## config.mk

```make
export PLATFORM = sky130hd
export DESIGN_NAME = call_stack
export DESIGN_NICKNAME = d
export VERILOG_FILES = /design/src/rtl/call_stack.sv
export SDC_FILE = /design/constraint.sdc
export NUM_CORES = 1
export LEC_CHECK = 0
export CORE_AREA = 2 2 92 94
export DETAILED_ROUTE_END_ITERATION = 10
export DIE_AREA = 0 0 94 96
export GPL_ROUTABILITY_DRIVEN = 0
export PLACE_DENSITY = 0.79
export RECOVER_POWER = 100
export SYNTH_ARGS = -nofsm -noshare
export SYNTH_HDL_FRONTEND = slang
export SYNTH_SLANG_ARGS = --single-unit
```

## constraint.sdc

```tcl
create_clock -name clk -period 3.4 [get_ports clk]
set_input_delay 0.51 -clock clk [delete_from_list [all_inputs] [get_ports clk]]
set_output_delay 0.51 -clock clk [all_outputs]
set_load 0.01 [all_outputs]
```

## src/rtl/call_stack.sv

```systemverilog
// Return-address stack for the CPU control path: LIFO with status, sticky
// error flags, flush, same-cycle replace and selectable overflow policy.
module call_stack #(
    parameter int WIDTH    = 10,
    parameter int DEPTH    = 8,
    parameter int OVF_WRAP = 0,
    localparam int CW      = $clog2(DEPTH + 1)
) (
    input  logic             clk,
    input  logic             reset,
    input  logic             push,
    input  logic             pop,
    input  logic [WIDTH-1:0] din,
    input  logic             flush,
    input  logic             clr_err,
    output logic [WIDTH-1:0] top,
    output logic [CW-1:0]    count,
    output logic             empty,
    output logic             full,
    output logic             ovf,
    output logic             unf
);

    localparam int PW = $clog2(DEPTH);

    logic [WIDTH-1:0] mem [0:DEPTH-1];
    logic [PW-1:0]    sp;
    logic [PW-1:0]    sp_inc;
    logic [PW-1:0]    sp_dec;
    logic [PW-1:0]    sp_n;
    logic [CW-1:0]    count_n;
    logic             wr_en;
    logic [PW-1:0]    wr_addr;
    logic             set_ovf;
    logic             set_unf;

    // Pointer wraps at DEPTH explicitly so non-power-of-two depths work.
    assign sp_inc = (sp == PW'(DEPTH - 1)) ? '0 : sp + PW'(1);
    assign sp_dec = (sp == '0) ? PW'(DEPTH - 1) : sp - PW'(1);

    assign empty = (count == '0);
    assign full  = (count == CW'(DEPTH));
    assign top   = empty ? '0 : mem[sp_dec];

    always_comb begin
        sp_n    = sp;
        count_n = count;
        wr_en   = 1'b0;
        wr_addr = sp;
        set_ovf = 1'b0;
        set_unf = 1'b0;
        if (flush) begin
            sp_n    = '0;
            count_n = '0;
        end else if (push && pop) begin
            // Replace the top in place; on an empty stack this is a no-op.
            if (!empty) begin
                wr_en   = 1'b1;
                wr_addr = sp_dec;
            end
        end else if (push) begin
            if (!full) begin
                wr_en   = 1'b1;
                sp_n    = sp_inc;
                count_n = count + CW'(1);
            end else begin
                set_ovf = 1'b1;
                if (OVF_WRAP != 0) begin
                    wr_en = 1'b1;
                    sp_n  = sp_inc;
                end
            end
        end else if (pop) begin
            if (!empty) begin
                sp_n    = sp_dec;
                count_n = count - CW'(1);
            end else begin
                set_unf = 1'b1;
            end
        end
    end

    // Storage is deliberately left out of reset; count gates what is visible.
    always_ff @(posedge clk) begin
        if (wr_en) begin
            mem[wr_addr] <= din;
        end
    end

    always_ff @(posedge clk or posedge reset) begin
        if (reset) begin
            sp    <= '0;
            count <= '0;
            ovf   <= 1'b0;
            unf   <= 1'b0;
        end else begin
            sp    <= sp_n;
            count <= count_n;
            ovf   <= set_ovf | (ovf & ~clr_err);
            unf   <= set_unf | (unf & ~clr_err);
        end
    end

endmodule

```

Yosys cells after proc, flatten, opt, wreduce, memory -nomap -nowiden
Memory sizes are Yosys's and may differ from the RTL's.
Index checks and enable logic that the tools add are counted.
Widths: inputs -> output; s select.
{"block": "totals", "regBits": 9, "mem_bits_rw": 80, "in_bits": 16, "output_inout_bits": 18, "word_cells": 58, "memories": 1}
{"block": "classes", "addsub": 4, "n_eq_ne": 5, "mux": 33, "bitwise": 5, "reduce_logical": 6}
{"memory": "mem", "words": 8, "word_bits": 10, "read_ports": 1, "rd_ports_with_merged_regs": 0, "wr": 1, "line": "26", "source": "logic [WIDTH-1:0] mem [0:DEPTH-1];"}
{"operator": "$mux 3", "count": 10}
{"operator": "$mux 4", "count": 6}
{"operator": "$mux 1", "count": 16}
{"operator": "$mux 10", "count": 1}
{"operator": "$ne 3x3->1 const B", "count": 2}
{"operator": "$add 4x1->4 const B", "count": 1}
{"operator": "$eq 4x4->1 const B", "count": 1}
{"operator": "$logic_not 4->1", "count": 1}
{"operator": "$reduce_and 4->1", "count": 1}
{"operator": "$sub 4x1->4 const B", "count": 1}
{"operator": "$add 3x1->3 const B", "count": 1}
{"operator": "$eq 3x3->1 const B", "count": 1}
{"operator": "$logic_not 3->1", "count": 1}
{"operator": "$reduce_and 3->1", "count": 1}
{"operator": "$reduce_bool 3->1", "count": 1}
{"operator": "$sub 3x1->3 const B", "count": 1}
{"operator": "$and 1x1->1", "count": 2}
{"operator": "$ne 2x2->1 const B", "count": 1}
{"operator": "$or 1x1->1", "count": 2}
{"operator": "$logic_and 1x1->1", "count": 1}
{"operator": "$not 1->1", "count": 1}

Longest topological paths before layout
Gate-level depths: netlist (run 1).
{"block": "logic_depth", "word_depth": 7, "ltp_mapped": 7, "mapped_depth_nobuf": 6}

Least setup slack after synthesis (run 1)
Ideal clock, no wire load.
{"block": "synth_timing", "path_type": "reg2reg", "from": "reg sp[0]", "to": "mem mem[1][0] (enable)", "setup_ns": 0.376, "arrival_time_ns": 2.196, "required_time_ns": 3.024, "slack_ns": 0.828, "path_stages_with_launch": 7, "path_buffers": 1, "synth_period_minus_slack_ns": 2.572, "path_cell_list": "dfrtp_1 > inv_1 > ha_1 > inv_1 > dlygate4sd1_1 > o31a_1 > nor2_1"}
{"block": "synth_between", "elab_chain_len": 5, "elab_cells_between_ends": 6, "cone_classes": "add/sub: 1; mux: 4; reduce/logical: 1"}
{"element": "start: declaration", "line": "27", "source": "logic [PW-1:0] sp;"}
{"element": "start signal: assignment", "line": "97", "source": "sp <= sp_n;"}
{"element": "$sub 3x1->3 / $logic_not 3->1 (equally long branches)", "line": "39", "source": "assign sp_dec = (sp == '0) ? PW'(DEPTH - 1) : sp - PW'(1);"}
{"element": "$mux 3", "line": "39"}
{"element": "$mux 3", "line": "57", "source": "if (!empty) begin"}
{"element": "$mux 3", "line": "55", "source": "end else if (push && pop) begin"}
{"element": "$mux 3 (*)", "line": "52", "source": "if (flush) begin"}
{"element": "end: declaration", "line": "26"}
Every way passes the cells marked *; elsewhere a longest branch is shown, timed or not.

Final worst setup path (run 1)
{"block": "layout_timing", "from": "reg sp[1]", "to": "out top[4]"}
{"block": "layout_between", "elab_chain_len": 4, "elab_cells_between_ends": 5, "cone_classes": "add/sub: 1; mux: 2; reduce/logical: 1; memory: 1"}
{"element": "$sub 3x1->3 / $logic_not 3->1 (equally long branches)", "line": "39"}
{"element": "$mux 3 (*)", "line": "39"}
{"element": "$mem_v2 8x10 (*)"}
{"element": "$mux 10 (*)", "line": "43", "source": "assign top = empty ? '0 : mem[sp_dec];"}
{"element": "end: declaration", "line": "16", "source": "output logic [WIDTH-1:0] top,"}
Marks and branches as above.

==> metrics.txt, run 1 <==
Max Clock Freq=306 MHz; GRT Max-Usage Layer=met2; post-route ant nets=0; # rows=33; Synth Instances=221; Slew Limit Fails=0; GRT overflow=0; distinct cell type count after synthesis=50; clk sinks=89; layout net count=295; Compound-Gate Fraction of Synth Area=7.43%; Worst IR Drop VDD=0.310 mV; Seq/Total Area, Yosys=67.0%; input/output buffers=33; met1 Use GR=a little under a quarter; #FFs+latches synth=89; adder-cell share of the synthesized area=2.42%; Simple-Gate Fraction of Synth Area=about 6.6%; worst r2r dst=mem[4][6]$_DFFE_PP_; CP Buf/Inv Count=2; XOR/XNOR Fraction of Synth Area=less than 1%; clock latency on the worst-skew pair=0.35 ns; Setup crit start=sp[1]$_DFFE_PP0P_; Post-Route Utilization=57.4%; CTS buffer count=9; TritonRoute pass-1 iters=4; met3 Use GR=3.60%; Static Leak=about 1.6 nW; hpwl dp=4670 um; area grow syn2layout=17.8%; GRT Util Overall=~17%; minimum clock period=3.26 ns; initial antenna violation count=1; Final Skew=0.0131 ns; top cells by count, synth=edfxtp_1 (80), nor2_1 (19), mux4_2 (13); Setup crit start kind=flip-flop; grt met2 use=27.0%; first-pass GRT wire length=11000 um; wire length per cell=19.1 um; CTS tree=yes; Max Cap Viol=0; Worst Setup End Kind=output pin; root buffer cell=clkbuf_8; Levels on crit path=7; multiplexer share of the synthesized area=13.1%; Max clock buf depth=2; die area=0.00902 mm^2; RSZ-0062 raised after global routing=no; Worst EP required=2.89 ns; worst hold path type=flip-flop to flip-flop; flop2flop setup slack=0.52 ns; WS Path Type=flip-flop to output pin; crit path cell chain=inv_1 > ha_2 > nand2b_4 > nand2_8 > mux4_1 > a22o_1 > clkdlybuf4s50_1; Clock transition at path regs=around 0.08 ns; Worst EP arrival=2.75 ns; Setup Total Neg Slack=0 ns; top_reg_cell synth=edfxtp_1; Post-Syn Area=0.00392 mm^2; CP peak stage delay=0.59 ns; Syn. warnings=0; vias post-DR=2198; Post-Syn Area per Cell=17.7 um^2; Yosys top cell area share=61.2%; most frequent cell after synthesis=edfxtp_1; async set-reset flop share out of synthesis=around a tenth; Worst Max-Slew Pin Slew=1.18 ns; slowest CP cell=mux4_1; R2R cell count=4; via/cell ratio=5.74; R2R Path Start=count[0]$_DFFE_PP0P_; largest family of logic cells by synthesized area=multiplexers; overall die height=~96 um; die width=94 um; Layout fillers=586; Setup crit end=top[4]; via count of the first global-routing pass=2042; Cell Pwr Density=615 mW/mm^2; IO Pins=34; Final setup viols=0; Final Hold Viols=0; max_slew headroom=21.1%; EDFF count, synth=80; delay-heaviest family, CP=buffers and inverters; Total Wirelength=7310 um; status=finished, final reports clean; syn nets=244; Starting DRT DRC Count=260; final period utilization=96.0%; largest net degree at the start of global routing=21; Core Footprint=between 0.008 and 0.009 mm^2; top cells by area, synth=edfxtp_1 (61%), mux4_2 (7.5%), dfrtp_1 (5.7%); Max Fanout on Critical Path=16; Yosys top cell by area=edfxtp_1; H-tree depth=3; starting density of the core=about half; layout cell share with drive strength beyond 1=roughly 18%; number of remaining DRC errors=0
==> routing by layer <==
| metal | wire length, um | share of wire (%) |
|---|---|---|
| met3 | 435 | 6.0 |
| met4 | 96 | 1.3 |
| met2 | 3680 | 50 |
| met5 | 0 | 0 |
| met1 | 3100 | 42 |
==> layout make-up <==
type	count	area [um^2]	share of cell area [%]
Timing Repair Buffer	49	457	9.88
Inverter	11	43.8	0.948
Tap cell	105	131	2.84
Clock buffer	10	128	2.76
Antenna cell	1	2.50	0.0542
Sequential cell	89	2630	56.9
Multi-Input combinational cell	112	1180	25.5
Clock inverter	6	51.3	1.11
==> power by group <==
part	total [mW]	leakage, nW	switching [mW]	internal, mW
registers	1.29	0.840	0.0445	1.24
clock network	0.650	0.0810	0.376	0.274
logic	0.904	0.675	0.440	0.464
==> cells by family (layout without fill, tap and decap cells) <==
logic type,after synthesis,after routing
XOR/XNOR,2,2
AO/OA/AOI/OAI,38,38
flip-flops,89,89
multiplexers,22,22
AND/OR/NAND/NOR,43,43
adder cells (fa/ha/maj),7,7
buffers and inverters,20,76
other,0,1
==> what timing repair did <==
action                     in CTS  in global routing
setup endpoints to repair      10                 10
pin swaps                       0                  1
setup buffers                   0                  5
hold buffers                    0                  0
gates resized for setup         1                  4
==> sequential cells by signal (all words and copies together) (netlist names) <==
register	count
count	4
mem	80
ovf	1
unf	1
sp	3
==> metrics by stage <==
step | setup WS, ns | hold WS (ns) | power (mW) | std cells | cell area [um^2]
3_5_place_dp | 0.230 | 0.491 | 2.20 | 361 | 4400
3_3_place_gp | 0.280 | 0.483 | 2.19 | 361 | 4400
5_1_grt | 0.0142 | 0.522 | 2.99 | 382 | 4620
4_1_cts | 0.0204 | 0.442 | 2.85 | 377 | 4580
6_report | 0.137 | 0.498 | 2.84 | 383 | 4620
2_1_floorplan | 0.828 | 0.338 | 1.88 | 221 | 3920
==> worst reg2reg max path, delay by kind of cell, from the launching register on <==
| kind | cells | cell delay (ns) |
|---|---|---|
| simple gates | 3 | 1.85 |
| compound gates | 1 | 0.14 |
| flops | 1 | 0.51 |
==> worst min path at each step <==
stage          slack, ns  cells after the start                    to     startpoint
6_report            0.50                      1         unf$_DFF_PP0_  unf$_DFF_PP0_
5_1_grt             0.52                      1         unf$_DFF_PP0_  unf$_DFF_PP0_
4_1_cts             0.44                      2         unf$_DFF_PP0_          reset
3_5_place_dp        0.49                      1         unf$_DFF_PP0_  unf$_DFF_PP0_
3_3_place_gp        0.48                      1         unf$_DFF_PP0_  unf$_DFF_PP0_
2_1_floorplan       0.34                      1  count[0]$_DFFE_PP0P_          reset
==> layout by cell type, fill, tap and decap left out, types with 3 or more instances in the layout <==
cell / Yosys / final
edfxtp_1: 80 / 80
dlygate4sd3_1: 0 / 20
nor2_1: 19 / 18
mux4_2: 13 / 13
clkdlybuf4s50_1: 0 / 13
inv_1: 10 / 10
a22o_1: 10 / 10
clkbuf_8: 0 / 9
dfrtp_1: 9 / 9
mux4_1: 8 / 8
buf_4: 1 / 8
clkbuf_1: 2 / 6
o21ai_0: 5 / 5
ha_1: 6 / 5
nand2b_1: 4 / 4
nor3_1: 4 / 4
nand2_1: 3 / 3
clkinvlp_4: 0 / 3
Note: power is estimated with default switching activity, not from simulation.
==> run 2, diff against run 1 <==
CAP_MARGIN = 20   (was default)
HOLD_SLACK_MARGIN = 0.1   (was default)
==> metrics.txt, run 2 (synthesis gave the netlist of run 1 again) <==
status=finished, final reports clean; Starting DRT DRC Count=250; CP peak stage delay=0.59 ns; via/cell ratio=between 5 and 6; Max Cap Viol=0; GRT Util Overall=between 10% and 20%; starting density of the core=48.7%; number of remaining DRC errors=0; layout cell share with drive strength beyond 1=17.8%; Max clock buf depth=2; wire length per cell=19.4 um; Worst IR Drop VDD=between 0.3 and 0.4 mV; max reg flops=80; GRT overflow=0; RSZ-0062 raised after global routing=no; Storage cell area=approximately 0.0026 mm^2; input/output buffers=33; Clock transition at path regs=0.08 ns; hold buffer count at CTS=0; Final Hold Viols=0; Total Wirelength=7490 um; slowest CP cell=mux4_1; minimum clock period=3.24 ns; Slew Limit Fails=0; Static Leak=roughly 1.6 nW; die width=94 um; CTS buffer count=9; final period utilization=95.3%; Worst Setup End Kind=output pin; Cell Pwr Density=616 mW/mm^2; vias post-DR=2217; delay-heaviest family, CP=buffers and inverters; Placed Cells=361; max_slew headroom=48.8%; initial antenna violation count=1; largest net degree at the start of global routing=21; top flop regs=mem (80), count (4), sp (3); Final setup viols=0; Setup Total Neg Slack=0 ns; die area=0.00902 mm^2; Setup crit start kind=flip-flop; Max Clock Freq=roughly 310 MHz; root buffer cell=clkbuf_8; WS Path Type=flip-flop to output pin; Final Skew=0.0128 ns; hpwl dp=4670 um; first-pass GRT wire length=11000 um; # rows=33; IO Pins=34; Layout fillers=around 590; worst hold path type=flip-flop to flip-flop; most frequent cells in the layout=edfxtp_1 (80), dlygate4sd3_1 (20), nor2_1 (18); CTS tree=yes; Post-Route Utilization=between 50% and 60%; crit path cell chain=inv_2 > ha_2 > nand2b_4 > nand2_8 > mux4_1 > a22o_1 > clkdlybuf4s50_1; area occupied by multi-input gates=0.00118 mm^2; Max Fanout on Critical Path=16; layout net count=299; Worst EP arrival=2.73 ns; worst slack at placement=roughly 0.23 ns; area grow syn2layout=18.2%; Worst Max-Slew Pin Slew=~0.77 ns; post-route ant nets=0; Core Footprint=around 0.008 mm^2; via count of the first global-routing pass=just over 2k; CP Buf/Inv Count=2; Largest Register=mem; clk sinks=89; overall die height=approximately 96 um; most common cell after layout, fill and taps aside=edfxtp_1; worst setup margin=0.161 ns; TritonRoute pass-1 iters=4; Post-Layout Cell Count=387; H-tree depth=3; clock latency on the worst-skew pair=approximately 0.35 ns; Worst EP required=2.89 ns
-- run 2: cell count changes in the layout (fill, tap and decap cells not counted), sizes merged --
| cell | delta |
|---|---|
| clkbuf | +4 |
-- run 2: timing repair --
item / CTS / global route
endpoints found under the setup margin: 10 / 10
setup buffers: 0 / 5
resized for setup: 1 / 5
pin swaps: 0 / 1
hold endpoints to repair: 0 / 0
-- run 2: worst paths after layout --
kind	end	slack (ns)	depth (start not counted)	start
worst max register to register	mem[5][3]$_DFFE_PP_	0.54	5	count[0]$_DFFE_PP0P_
max in group asynchronous	sp[1]$_DFFE_PP0P_	2.55	2	reset
worst min-delay path	unf$_DFF_PP0_	0.50	1	unf$_DFF_PP0_
worst min register to register	unf$_DFF_PP0_	0.50	1	unf$_DFF_PP0_
min in group asynchronous	count[1]$_DFFE_PP0P_	0.58	2	reset
worst max-delay path	top[4]	0.16	7	sp[1]$_DFFE_PP0P_
-- run 2: final cells by class --
cell class | count | area share, %
Sequential cell | 89 | 56.7
Tap cell | 105 | 2.83
Multi-Input combinational cell | 112 | 25.5
Clock buffer | 10 | 2.75
Clock inverter | 6 | 1.11
Inverter | 11 | 0.945
Antenna cell | 1 | 0.0540
Timing Repair Buffer | 53 | 10.2
-- run 2: per-stage QoR --
| step | area, um^2 | hold WS [ns] | power, mW |
|---|---|---|---|
| after floorplan | 3920 | 0.338 | 1.88 |
| after global placement | 4400 | 0.483 | 2.19 |
| after detailed placement | 4400 | 0.491 | 2.20 |
| after CTS | 4580 | 0.442 | 2.85 |
| after global routing | 4630 | 0.522 | 3.00 |
| final | 4640 | 0.495 | 2.86 |
-- run 2: report_power, final --
| part | total, mW | internal (mW) | switching (mW) |
|---|---|---|---|
| clock network | 0.654 | 0.275 | 0.380 |
| logic | 0.912 | 0.465 | 0.447 |
| registers | 1.29 | 1.24 | 0.0457 |
| total | 2.86 | 1.98 | 0.873 |
-- run 2: per-layer routing --
layer  global-route usage, %  vias up  share of wire, %
met5                       0        -                 0
met4                    6.52        0               1.4
met3                    3.60       11               5.9
met2                    27.0       73                50
met1                    23.4     1122                43
li1                        -     1011                 -
